[src/rtl/pb_pkg.sv]
// Shared definitions for the push-button front end: debouncer state encoding
// and the level each state presents downstream.
package pb_pkg;

    // 2-bit state encoding shared with the one-pulser-side FSMs.
    typedef enum logic [1:0] {
        IDLE     = 2'd0,
        CHECK_HI = 2'd1,
        HIGH     = 2'd2,
        CHECK_LO = 2'd3
    } pb_state_e;

    localparam int unsigned PB_STATE_W = 2;

    // Debounced level presented while in a given state: the output only flips
    // once a candidate change has been confirmed, so CHECK_LO still reads high.
    function automatic logic pb_state_level(input pb_state_e s);
        return (s == HIGH) || (s == CHECK_LO);
    endfunction

endpackage

[src/rtl/sync_2ff.sv]
// Two-flop synchroniser for asynchronous board inputs; resets to 0.
module sync_2ff (
    input  logic clk,
    input  logic rst,
    input  logic d,
    output logic q
);

    logic s1;

    // Two-stage capture; only q may be consumed by synchronous logic.
    always_ff @(posedge clk or negedge rst) begin
        if (!rst) begin
            s1 <= 1'b0;
            q  <= 1'b0;
        end else begin
            s1 <= d;
            q  <= s1;
        end
    end

endmodule

[src/rtl/pb_debouncer.sv]
// Push-button debouncer: synchronises the raw button, then requires
// STABLE_CYCLES consecutive agreeing samples before moving db_level.
// Emits registered one-cycle rise/fall strobes on confirmed changes.
module pb_debouncer
    import pb_pkg::*;
#(
    parameter int unsigned STABLE_CYCLES = 500000,  // must be >= 2
    parameter int unsigned CNT_WIDTH     = 19       // 2**CNT_WIDTH > STABLE_CYCLES
) (
    input  logic clk,
    input  logic rst,
    input  logic btn_raw,
    output logic db_level,
    output logic db_rise,
    output logic db_fall
);

    localparam logic [CNT_WIDTH-1:0] CNT_LAST = CNT_WIDTH'(STABLE_CYCLES - 1);

    logic                 btn_sync;
    pb_state_e            state_q;
    pb_state_e            state_d;
    logic [CNT_WIDTH-1:0] cnt_q;
    logic [CNT_WIDTH-1:0] cnt_d;
    logic                 rise_d;
    logic                 fall_d;

    sync_2ff u_sync (
        .clk (clk),
        .rst (rst),
        .d   (btn_raw),
        .q   (btn_sync)
    );

    // Next-state: count agreeing samples in CHECK_*, any disagreement aborts.
    // The counter is cleared on every state exit so it can never wrap.
    always_comb begin
        state_d = state_q;
        cnt_d   = cnt_q;
        rise_d  = 1'b0;
        fall_d  = 1'b0;
        case (state_q)
            IDLE: begin
                if (btn_sync) begin
                    state_d = CHECK_HI;
                    cnt_d   = '0;
                end
            end
            CHECK_HI: begin
                if (!btn_sync) begin
                    state_d = IDLE;
                    cnt_d   = '0;
                end else if (cnt_q == CNT_LAST) begin
                    state_d = HIGH;
                    cnt_d   = '0;
                    rise_d  = 1'b1;
                end else begin
                    cnt_d = cnt_q + 1'b1;
                end
            end
            HIGH: begin
                if (!btn_sync) begin
                    state_d = CHECK_LO;
                    cnt_d   = '0;
                end
            end
            CHECK_LO: begin
                if (btn_sync) begin
                    state_d = HIGH;
                    cnt_d   = '0;
                end else if (cnt_q == CNT_LAST) begin
                    state_d = IDLE;
                    cnt_d   = '0;
                    fall_d  = 1'b1;
                end else begin
                    cnt_d = cnt_q + 1'b1;
                end
            end
            default: begin
                state_d = IDLE;
                cnt_d   = '0;
            end
        endcase
    end

    // State, counter and registered outputs; db_level tracks the next state so
    // it changes on the same edge as the state register.
    always_ff @(posedge clk or negedge rst) begin
        if (!rst) begin
            state_q  <= IDLE;
            cnt_q    <= '0;
            db_level <= 1'b0;
            db_rise  <= 1'b0;
            db_fall  <= 1'b0;
        end else begin
            state_q  <= state_d;
            cnt_q    <= cnt_d;
            db_level <= pb_state_level(state_d);
            db_rise  <= rise_d;
            db_fall  <= fall_d;
        end
    end

endmodule

[config.mk]
export PLATFORM = sky130hd
export DESIGN_NAME = pb_debouncer
export DESIGN_NICKNAME = d
export VERILOG_FILES = /design/src/rtl/pb_pkg.sv /design/src/rtl/sync_2ff.sv /design/src/rtl/pb_debouncer.sv
export SDC_FILE = /design/constraint.sdc
export NUM_CORES = 1
export LEC_CHECK = 0
export CAP_MARGIN = 0
export CORE_ASPECT_RATIO = 1.75
export CORE_MARGIN = 5
export CORE_UTILIZATION = 29
export DETAILED_ROUTE_END_ITERATION = 6
export SETUP_SLACK_MARGIN = 0.05
export SYNTH_ARGS = -nofsm -noshare
export SYNTH_HDL_FRONTEND = slang
export SYNTH_SLANG_ARGS = --single-unit
export TNS_END_PERCENT = 30
[constraint.sdc]
create_clock -name clk -period 4.1 [get_ports clk]
set_clock_uncertainty 0.15 [all_clocks]
set_input_delay 0.615 -clock clk [delete_from_list [all_inputs] [get_ports clk]]
set_output_delay 0.615 -clock clk [all_outputs]
set_load 0.02 [all_outputs]
Word level (Yosys, flattened, before mapping) --
Index checks and enable logic that the tools add are counted.
Operators by class: add/sub/neg operators 1, multiply operators 0, div/mod/pow operators 0, order comparisons 0, equality and inequality tests 8, shifts and indexed selects 0, muxes and demuxes 18, bitwise operators 0, reduce and logical (&&, ||, !) cells 3
Operators by type and width (number):
- $mux W19 | 5
- $pmux W19 S4 | 1
- $add A19 B1 Y19 const B | 1
- $eq A19 B19 Y1 const B | 1
- $mux W2 | 6
- $eq A2 B2 Y1 const B | 4
- $pmux W2 S4 | 1
- $mux W1 | 5
- $eq A2 B1 Y1 const B | 1
- $logic_not A2 Y1 | 1
- $ne A2 B1 Y1 const B | 1
- $ne A2 B2 Y1 const B | 1
- $reduce_and A2 Y1 | 1
- $logic_or A1 B1 Y1 | 1
Word-level totals: register bits after elaboration 26, latch bits 0, RAM bits 0, bits in read-only memories 0, input bits 3, output and inout bits 3, word-level logic and storage cells 37, memories kept 0

Depth between registers and ports, before layout --
Gate-level depths: netlist of the first run.
depth in word-level cells 6, mapped depth 8, gate-level depth less buffers 6

Cells and area by module --
A second synthesis of the first run with hierarchy kept.
Unflattened totals: cells, all modules 139, area, all modules 1368.8 um2
Modules (own cells, without submodules):
- pb_debouncer | times used 1, cells each 137, area each 1318.8 um2, seq. area each 600.6 um2
- sync_2ff | times used 1, cells each 2, area each 50.0 um2, seq. area each 50.0 um2

Least setup slack after synthesis of the first run --
OpenSTA, ideal clock, no wires.
kind flip-flop to flip-flop, from register cnt_q[6], to register cnt_q[0], library setup time 0.125 ns, arrival 1.718 ns, required time 3.825 ns, slack 2.107 ns, stages on the path, launching flop included 7, path buffers 2, clock period less this slack 1.993 ns, cell sequence dfrtp_1 -> or4b_4 -> nor4_4 -> a21oi_2 -> buf_6 -> buf_6 -> mux2_2
Between the ends: cells in the longest elaborated chain, start to end 4, elaborated cells on any way between the ends 5, classes of those cells 1 x eq/ne; 4 x mux
RTL lines:
- start, declared | RTL line pb_debouncer.sv:23 | logic [CNT_WIDTH-1:0] cnt_q;
- start signal, assigned | RTL line pb_debouncer.sv:97 | cnt_q <= cnt_d;
- $eq A19 B19 Y1 (*) | RTL line pb_debouncer.sv:53, pb_debouncer.sv:71
- $mux W19 (*) | RTL line pb_debouncer.sv:53, pb_debouncer.sv:71
- $mux W19, on equally long branches | RTL line pb_debouncer.sv:68, pb_debouncer.sv:50
- $pmux W19 S4 (*) | RTL line pb_debouncer.sv:42 | case (state_q)
Mark *: on every way between the ends. The rest lies on a longest branch, timed or not. A chain may end at the register's enable or synchronous reset.

Worst setup path in the final report of the first run --
from register u_sync.q, to register cnt_q[18]
Between the ends: cells in the longest elaborated chain, start to end 2, elaborated cells on any way between the ends 6, classes of those cells 2 x eq/ne; 3 x mux; 1 x reduce/logical
RTL lines:
- start, declared | RTL line sync_2ff.sv:6 | output logic q
- start signal, assigned | RTL line sync_2ff.sv:15 | q <= 1'b0;
- start signal, assigned | RTL line sync_2ff.sv:18 | q <= s1;
- $mux W19 (tied with other cells) | RTL line pb_debouncer.sv:68 | if (btn_sync) begin
- $pmux W19 S4 / $reduce_and A2 Y1 (equally long branches)
Several ways; a longest one is shown, not always the timed one.

==> results_dict.tcl, run 1 <==
set metrics [dict create \
    fp.coreArea_mm2 0.00444 \
    worstHoldEndpoint "u_sync.q$_DFF_PN0_" \
    multi_input_area_um2 642 \
    ys_types 33 \
    total_power_mw 0.456 \
    dp_cells 183 \
    synth.avg_cell_area_um2 10.0 \
    diodes 0 \
    overflow 0 \
    vias 1102 \
    cts_tree "done" \
    drt-total-wl_mm 2.94 \
    num_io_pins 6 \
    rsz0062_at_grt "false" \
    clkPwrFrac_pct 36.7 \
    synth_top_cell_by_area "dfrtp_1" \
    hold_start "u_sync.s1$_DFF_PN0_" \
    setup_tns_ps 0 \
    synthTopCellsByCount "dfrtp_1, nand2_1, a31oi_1, nand3_1, a21oi_1" \
    dieWidth_um 61.3 \
    ys_ff_latch 26 \
    seq_area_frac_synth_pct 48.7 \
    start_kind "flip-flop" \
    areaGrowthSynthToFinish_pct 9.64 \
    finalNonFillerCells 187 \
    antenna_found_initial 0 \
    clock_sinks 26 \
    yosys_warnings 0 \
    p_per_area_mw_per_mm2 312 \
    p_seq_share_pct 57.7 \
    setup_violations 0 \
    cp_data_required_time_ps 4130 \
    ant_nets 0 \
    hold_class "reg -> reg" \
    synth_cells 133 \
    critical_path_class "reg -> reg" \
    hold_violations 0 \
    pre_cts_slack_ps 1550 \
    maxCapViolations 0 \
    synthArstFlopShare_pct 100 \
    switching_share_pct 22.5 \
    wl_per_cell_um 15.7 \
    path_clk_slew_ps 90 \
    period_minus_slack_ps 2620 \
    cts-buffers-inserted 3 \
    cts-resized-gates 0 \
    cp-end-kind "flip-flop" \
    synth-edff-count 0 \
    initial_core_util_pct 30.1 \
    regArea_um2 651 \
    cts_max_path_buffers 2 \
    drive_gt1_share_pct 9.56 \
    max-vdd-ir-drop_mv 0.248 \
    synth_nets 137 \
    arrival_ps 2660 \
    r2r-end "cnt_q[18]$_DFFE_PN0P_" \
    crit_fanout 31 \
    p_leak_nw 0.565 \
    synth_most_common_cell "dfrtp_1" \
    power_switching_mw 0.103 \
    fillerInstances 445 \
    drcViolationCount 0 \
    synth_top_area_share_pct 48.7 \
    clk_latency_ps 270 \
    rrSetupSlack_ps 1480 \
    port-buffer-count 5 \
    slew_headroom_pct 23.4 \
    grt_max_degree 32 \
    hold_buffers 0 \
    reg2reg_depth 5 \
    power_frac_comb_pct 5.6 \
    cts_htree_levels 1 \
    drv_slew 0 \
    die_height_um 99.8 \
    tightest_slew_ps 1150 \
    status "complete, no violations" \
    grt_pass1_vias 1111 \
    intPower_mw 0.354 \
    cts_root_buf "clkbuf_8" \
    yosys_most_used_dff "dfrtp_1" \
    grt_pass1_wl_mm 5.11 \
    first_pass_iters 5 \
    place_hpwl_mm 2.07 \
    dieArea_mm2 0.00612 \
    rr_startpoint "u_sync.q$_DFF_PN0_" \
    finalNetCount 141 \
    netlist_area_mm2 0.00134 \
    routed_via_density 5.89 \
    min_path_cells 0 \
    setup_ws_ps 1480 \
    grt_usage_pct 10.7 \
    post_cts_buffers 0 \
    fin_crit_sh_pct 64.0 \
    rows 32 \
    max_freq_ghz 0.381 \
    synth.area.top_cells "dfrtp_1, a31oi_1, nand3_1" \
    gp_congestion 0.864 \
    dr.first_iter.drc_count 38 \
]
how the worst max path moves through the flow:
stage | endpoint | from | slack (ps)
final | cnt_q[18]$_DFFE_PN0P_ | u_sync.q$_DFF_PN0_ | 1480
after floorplan | cnt_q[0]$_DFFE_PN0P_ | cnt_q[6]$_DFFE_PN0P_ | 2110
after global routing | cnt_q[18]$_DFFE_PN0P_ | state_q[1]$_DFF_PN0_ | 1220
after global placement | cnt_q[17]$_DFFE_PN0P_ | cnt_q[0]$_DFFE_PN0P_ | 1730
after CTS | cnt_q[18]$_DFFE_PN0P_ | u_sync.q$_DFF_PN0_ | 1500
after detailed placement | cnt_q[18]$_DFFE_PN0P_ | u_sync.q$_DFF_PN0_ | 1550
flip-flops by register name, indices dropped and copies added, names as in the netlist:
| register | cells |
|---|---|
| db_level | 1 |
| u_sync.s1 | 1 |
| cnt_q | 19 |
| state_q | 2 |
| db_rise | 1 |
| db_fall | 1 |
| u_sync.q | 1 |
cell families after synthesis:
logic type	share of synthesized area (%)
simple gates	24.3
xor+xnor	0.656
buf+inv	3.28
fa+ha+maj	0.936
flops	48.7
compound gates	16.6
mux	5.52
critical path: stages, from the launching register on:
cell	delay (ps)
dfrtp_1	430
xor2_1	380
nand2_1	170
a21oi_2	850
o21ai_0	270
a31oi_1	280
power by group through the flow:
stage	combinational, mW	clock [mW]	sequential [mW]
floorplan	0.0172	0	0.267
global placement	0.0245	0	0.268
detailed placement	0.0258	0	0.268
CTS	0.0258	0.168	0.263
global route	0.0292	0.185	0.264
finish	0.0256	0.168	0.263
placed cells by master, fill, tap and decap left out, drive strengths merged, types with 5 or more instances in the layout:
master,Yosys,routed
nand4,6,6
dfrtp,26,26
nand2,14,14
nand3,11,11
clkdlybuf4s50,0,5
nor2,5,5
o21ai,6,6
a31oi,11,11
a21oi,10,10
area by class of cell:
type	instances	share of cell area, %
clock buffers	4	3.76
multi-input cells	100	43.8
flip-flops and latches	26	44.4
well taps	51	4.36
repair buffers	5	3.42
inverters	1	0.256
metrics by stage:
step	utilization, %	hold WS (ps)	area [um2]
after global routing	33.0	230	1470
after floorplan	-	169	1340
after global placement	31.7	193	1410
after CTS	33.0	219	1470
final	33.0	212	1470
after detailed placement	31.7	188	1410
routing by layer:
layer | vias up | GRT usage, % | share of wire, %
met4 | 0 | 5.01 | 1.6
met2 | 34 | 18.4 | 54
li1 | 511 | - | -
met5 | - | 0 | 0
met1 | 551 | 12.4 | 40
met3 | 6 | 1.80 | 4.3
No activity file was read; power rests on OpenSTA's default activity.
==> inputs of run 2 (changes only) <==
==> constraint.sdc (replaced) <==
create_clock -name clk -period 2.55 [get_ports clk]
set_clock_uncertainty 0.15 [all_clocks]
set_input_delay 0.3825 -clock clk [delete_from_list [all_inputs] [get_ports clk]]
set_output_delay 0.3825 -clock clk [all_outputs]
set_load 0.02 [all_outputs]
==> results_dict.tcl, run 2 (synthesis gave the netlist of run 1 again) <==
set metrics [dict create \
    drv_slew 0 \
    areaGrowthSynthToFinish_pct 11.4 \
    hold_violations 0 \
    finalNetCount 145 \
    die_height_um 99.8 \
    cts_max_path_buffers 2 \
    dr.first_iter.drc_count 27 \
    diodes 0 \
    tightest_slew_ps 689 \
    cts_tree "done" \
    first_pass_iters 4 \
    min_path_cells 0 \
    path_clk_slew_ps 90 \
    crit_path_cell_trace "ha_1 > nand4_1 > nor4_1 > a21oi_4 > and3_1 > a221o_1" \
    setup_tns_ps 0 \
    cts_root_buf "clkbuf_8" \
    crit_fanout 31 \
    rrSetupSlack_ps 160 \
    whs_ps 212 \
    drcViolationCount 0 \
    dieArea_mm2 0.00612 \
    num_io_pins 6 \
    stdcell_area_mm2 0.00149 \
    setup.worst_path.start "cnt_q[1]$_DFFE_PN0P_" \
    slew_headroom_pct 54.0 \
    hold_class "reg -> reg" \
    fin_crit_sh_pct 93.6 \
    p_per_area_mw_per_mm2 467 \
    max_freq_ghz 0.419 \
    critical_path_class "reg -> reg" \
    arrival_ps 2400 \
    cp_data_required_time_ps 2560 \
    routed_via_density 5.65 \
    cp-end-kind "flip-flop" \
    grt_pass1_wl_mm 4.66 \
    period_minus_slack_ps 2390 \
    placed_area_mm2 0.00144 \
    rows 32 \
    reg_top3 "cnt_q (19), state_q (2)" \
    largest_reg_flops 19 \
    antenna_found_initial 0 \
    r2r-end "cnt_q[17]$_DFFE_PN0P_" \
    overflow 0 \
    p_leak_nw 0.580 \
    cts-resized-gates 0 \
    port-buffer-count 5 \
    clock_sinks 26 \
    rr_startpoint "cnt_q[1]$_DFFE_PN0P_" \
    wl_per_cell_um 14.6 \
    place_hpwl_mm 2.00 \
    setup_violations 0 \
    gp_congestion 0.875 \
    dieWidth_um 61.3 \
    initial_core_util_pct 30.1 \
    grt_usage_pct 9.72 \
    final_common_cell "dfrtp_1" \
    maxCapViolations 0 \
    clk_latency_ps 270 \
    fp.coreArea_mm2 0.00444 \
    crit_slowest_cell "nor4_1" \
    drive_gt1_share_pct 11.5 \
    critPathMaxStageDelay_ps 530 \
    status "complete, no violations" \
    drt-total-wl_mm 2.77 \
    rsz0062_at_grt "true" \
    grt_max_degree 32 \
    cts-buffers-inserted 3 \
    post_cts_buffers 0 \
    worstHoldEndpoint "u_sync.q$_DFF_PN0_" \
    final_cell_mix "dfrtp_1, nand2_1, nand3_1, a31oi_1, a21oi_1" \
    hold_buffers 0 \
    cts_htree_levels 1 \
    largest-register "cnt_q" \
    hold_start "u_sync.s1$_DFF_PN0_" \
    reg2reg_depth 6 \
    vias 1074 \
    start_kind "flip-flop" \
    grt_pass1_vias 1072 \
    max-vdd-ir-drop_mv 0.326 \
    ant_nets 0 \
]
==> run 2: changes by cell type in the layout (fill, tap and decap cells not counted) <==
cell	delta
clkbuf_8	-1
a21oi_4	+1
buf_4	+4
a21oi_2	-1
==> run 2: how the worst max path moves through the flow <==
stage | end | cells after the start
floorplan | cnt_q[0]$_DFFE_PN0P_ | 6
global placement | cnt_q[17]$_DFFE_PN0P_ | 5
detailed placement | cnt_q[7]$_DFFE_PN0P_ | 6
CTS | cnt_q[7]$_DFFE_PN0P_ | 6
global route | cnt_q[17]$_DFFE_PN0P_ | 6
finish | cnt_q[17]$_DFFE_PN0P_ | 6
==> run 2: final cells by class <==
type	instances	area [um2]
Inverter	1	3.75
Clock buffer	3	41.3
Timing Repair Buffer	9	80.1
Sequential cell	26	651
Tap cell	51	63.8
Multi-Input combinational cell	100	649
Fill cell	450	2960
==> run 2: stage by stage <==
step / total power [mW] / instances / utilization, % / worst slack [ps]
final: 0.695 / 190 / 33.5 / 162
after global routing: 0.723 / 190 / 33.5 / 39.1
after CTS: 0.699 / 190 / 33.3 / 124
after detailed placement: 0.474 / 187 / 32.4 / 154
after global placement: 0.473 / 187 / 32.4 / 234
after floorplan: 0.458 / 133 / - / 557
==> run 2: power by group <==
group          internal (mW)  leakage [nW]  switching, mW
sequential             0.417         0.355        0.00602
clock                  0.106        0.0216          0.124
combinational         0.0152         0.203         0.0273
==> run 2: worst max-delay path: cells and delay by family, from the launching register on <==
family | cells | cell delay (ps)
AO/OA/AOI/OAI | 2 | 570
adder cells (fa/ha/maj) | 1 | 240
flip-flops | 1 | 410
AND/OR/NAND/NOR | 3 | 910
==> run 2: layer usage <==
layer  wire [um]  track usage (%)  up-vias
li1            -                -      523
met1        1180             11.1      528
met2        1430             16.1       16
met3          99             1.93        7
met4          64             5.68        0
met5           0                0        -
==> edit, RTL diff (flow settings as in run 1) <==
Register the input `btn_raw` before use, with the module's reset. The logic sees it one clock later.
--- a/src/rtl/pb_debouncer.sv
+++ b/src/rtl/pb_debouncer.sv
@@ -18,4 +18,14 @@
     localparam logic [CNT_WIDTH-1:0] CNT_LAST = CNT_WIDTH'(STABLE_CYCLES - 1);
 
+    logic btn_raw_q;
+
+    always_ff @(posedge clk or negedge rst) begin
+        if (!rst) begin
+            btn_raw_q <= '0;
+        end else begin
+            btn_raw_q <= btn_raw;
+        end
+    end
+
     logic                 btn_sync;
     pb_state_e            state_q;
@@ -29,5 +39,5 @@
         .clk (clk),
         .rst (rst),
-        .d   (btn_raw),
+        .d   (btn_raw_q),
         .q   (btn_sync)
     );
Behaviour: same outputs for any inputs over 10 cycles, from zero or initial values and one cycle with rst low; that may be too few to reach the edited logic, so the function may still have changed.
==> edit against run 1 <==
Largest cell class unchanged; sequential cell count increased by 1; combinational power increased by 17%; total power increased by 1.5%; maximum frequency increased by 10%; wire length decreased by 1.7%; synthesized area increased by 1.6%; worst setup slack improved by 0.24 ns; synthesized cell count increased by 3.8%; cell area increased by 1.5%.
==> edit: results (changes against run 1) <==
outcome: completed (unchanged)
comb_multi_in: 103 (was 100)
vias in the first global route: 1087 (was 1111)
area taken by multi-input logic gates: 635.6 µm² (was 641.9 µm²)
Post-Place Worst Slack: 1.742 ns (was 1.554 ns)
Placement Cell Area: 1441 µm² (was 1410 µm²)
CTS sink cnt: 27 (was 26)
syn nets: 142 (was 137)
Vias/cell: 5.577 (was 5.893)
hold wc startpoint: btn_raw_q (was u_sync.s1)
clock-cell share of area: 0.03030 (was 0.03757)
CLK BUF: 4 (unchanged)
Area contributors post-synth: dfrtp_1, a31oi_1, nand3_1 (unchanged)
FF/Latch Area: 675.6 µm² (was 650.6 µm²)
Mean Syn Cell Area: 9.837 µm² (was 10.05 µm²)
Worst Tran Pin Value: 0.8613 ns (was 1.146 ns)
HP Class: flip-flop to flip-flop (unchanged)
placed wire-length estimate: 2102 µm (was 2071 µm)
Inverters: 2 (was 1)
Seq/Total Area, Yosys: 0.4977 (was 0.4869)
R2R Setup Slk: 1.72 ns (was 1.48 ns)
synthesis-to-finish area growth: 9.493% (was 9.645%)
Endpoint, Worst Hold: u_sync.s1 (was u_sync.q)
Layout Nets: 147 (was 141)
library cells used by synthesis: 34 (was 33)
Synth top cells by count: dfrtp_1, a31oi_1, nand3_1, nand2_1, a21oi_1 (was dfrtp_1, nand2_1, a31oi_1, nand3_1, a21oi_1)
r2r startpoint: cnt_q[5] (was u_sync.q)
Hold Slack: 0.2086 ns (was 0.2123 ns)
CP Max Fanout: 35 (was 31)
Pleak: 0.0006003 µW (was 0.0005650 µW)
Filler Cell Count: 481 (was 445)
Max VDD drop: 0.0001595 V (was 0.0002484 V)
global-route wire length before repair: 4905 µm (was 5112 µm)
RePlAce Congestion: 0.9108 (was 0.8639)
non-filler cells, final: 194 (was 187)
largest net degree at the start of global routing: 36 (was 32)
Routed WL: 2886 µm (was 2937 µm)
GRT Total Usage: 0.1032 (was 0.1069)
drt pass-1 iters: 4 (was 5)
share of cells above drive strength 1: 0.07042 (was 0.09559)
Buffers, non-clock: 6 (was 5)
initial antenna violation count: 0 (unchanged)
worst r2r dst: cnt_q[14] (was cnt_q[18])
NonClk Buf Share: 0.03872 (was 0.03416)
initial DRC count: 54 (was 38)
## edit: cell count changes after synthesis, sizes merged, moves of 3 or more
cell,change
a31oi,+3
nand4,-3
a41oi,-4
nand3,+3
o21ai,-4
nand2b,+5
## edit: logic make-up (layout without fill, tap and decap cells)
logic type	after synthesis	after routing	synth area share
buffers and inverters	8	12	0.03410
AOI/OAI and AO/OA	33	33	0.1585
xor gates and xnor gates	2	2	0.01291
DFF	27	27	0.4977
adders and majority gates	1	1	0.009215
and+or+nand+nor	62	62	0.2479
muxes	5	5	0.03963
## edit: power breakdown
part           total, µW  internal (µW)  switching [µW]  leakage, µW
Combinational       30.0           10.9            19.1     0.000211
Clock                153           69.6            83.0    0.0000228
Sequential           281            273            8.09     0.000366
Total                463            353             110     0.000600
## edit: worst max-delay path by stage
stage	startpoint	endpoint	slack, ns	cells past startpoint
2_1_floorplan	cnt_q[5]	cnt_q[14]	1.87	7
3_3_place_gp	cnt_q[5]	cnt_q[14]	1.80	5
3_5_place_dp	cnt_q[5]	cnt_q[14]	1.74	5
4_1_cts	cnt_q[5]	cnt_q[14]	1.72	5
5_1_grt	cnt_q[0]	cnt_q[14]	1.64	6
6_report	cnt_q[5]	cnt_q[14]	1.72	5
## edit: layer usage
metal | global-route usage | up-vias | routed length [µm]
met2 | 0.1655 | 32 | 1567
met1 | 0.1245 | 518 | 1121
met5 | 0 | - | 0
met4 | 0.06699 | 0 | 118
met3 | 0.01282 | 10 | 80
li1 | - | 522 | -
## edit: critical path, cell delays in order (launching register included)
cell and delay (ns):
dfrtp_1 0.47, or3b_1 0.41, or3_1 0.39, o211a_4 0.37
and3_1 0.21, a211o_1 0.27
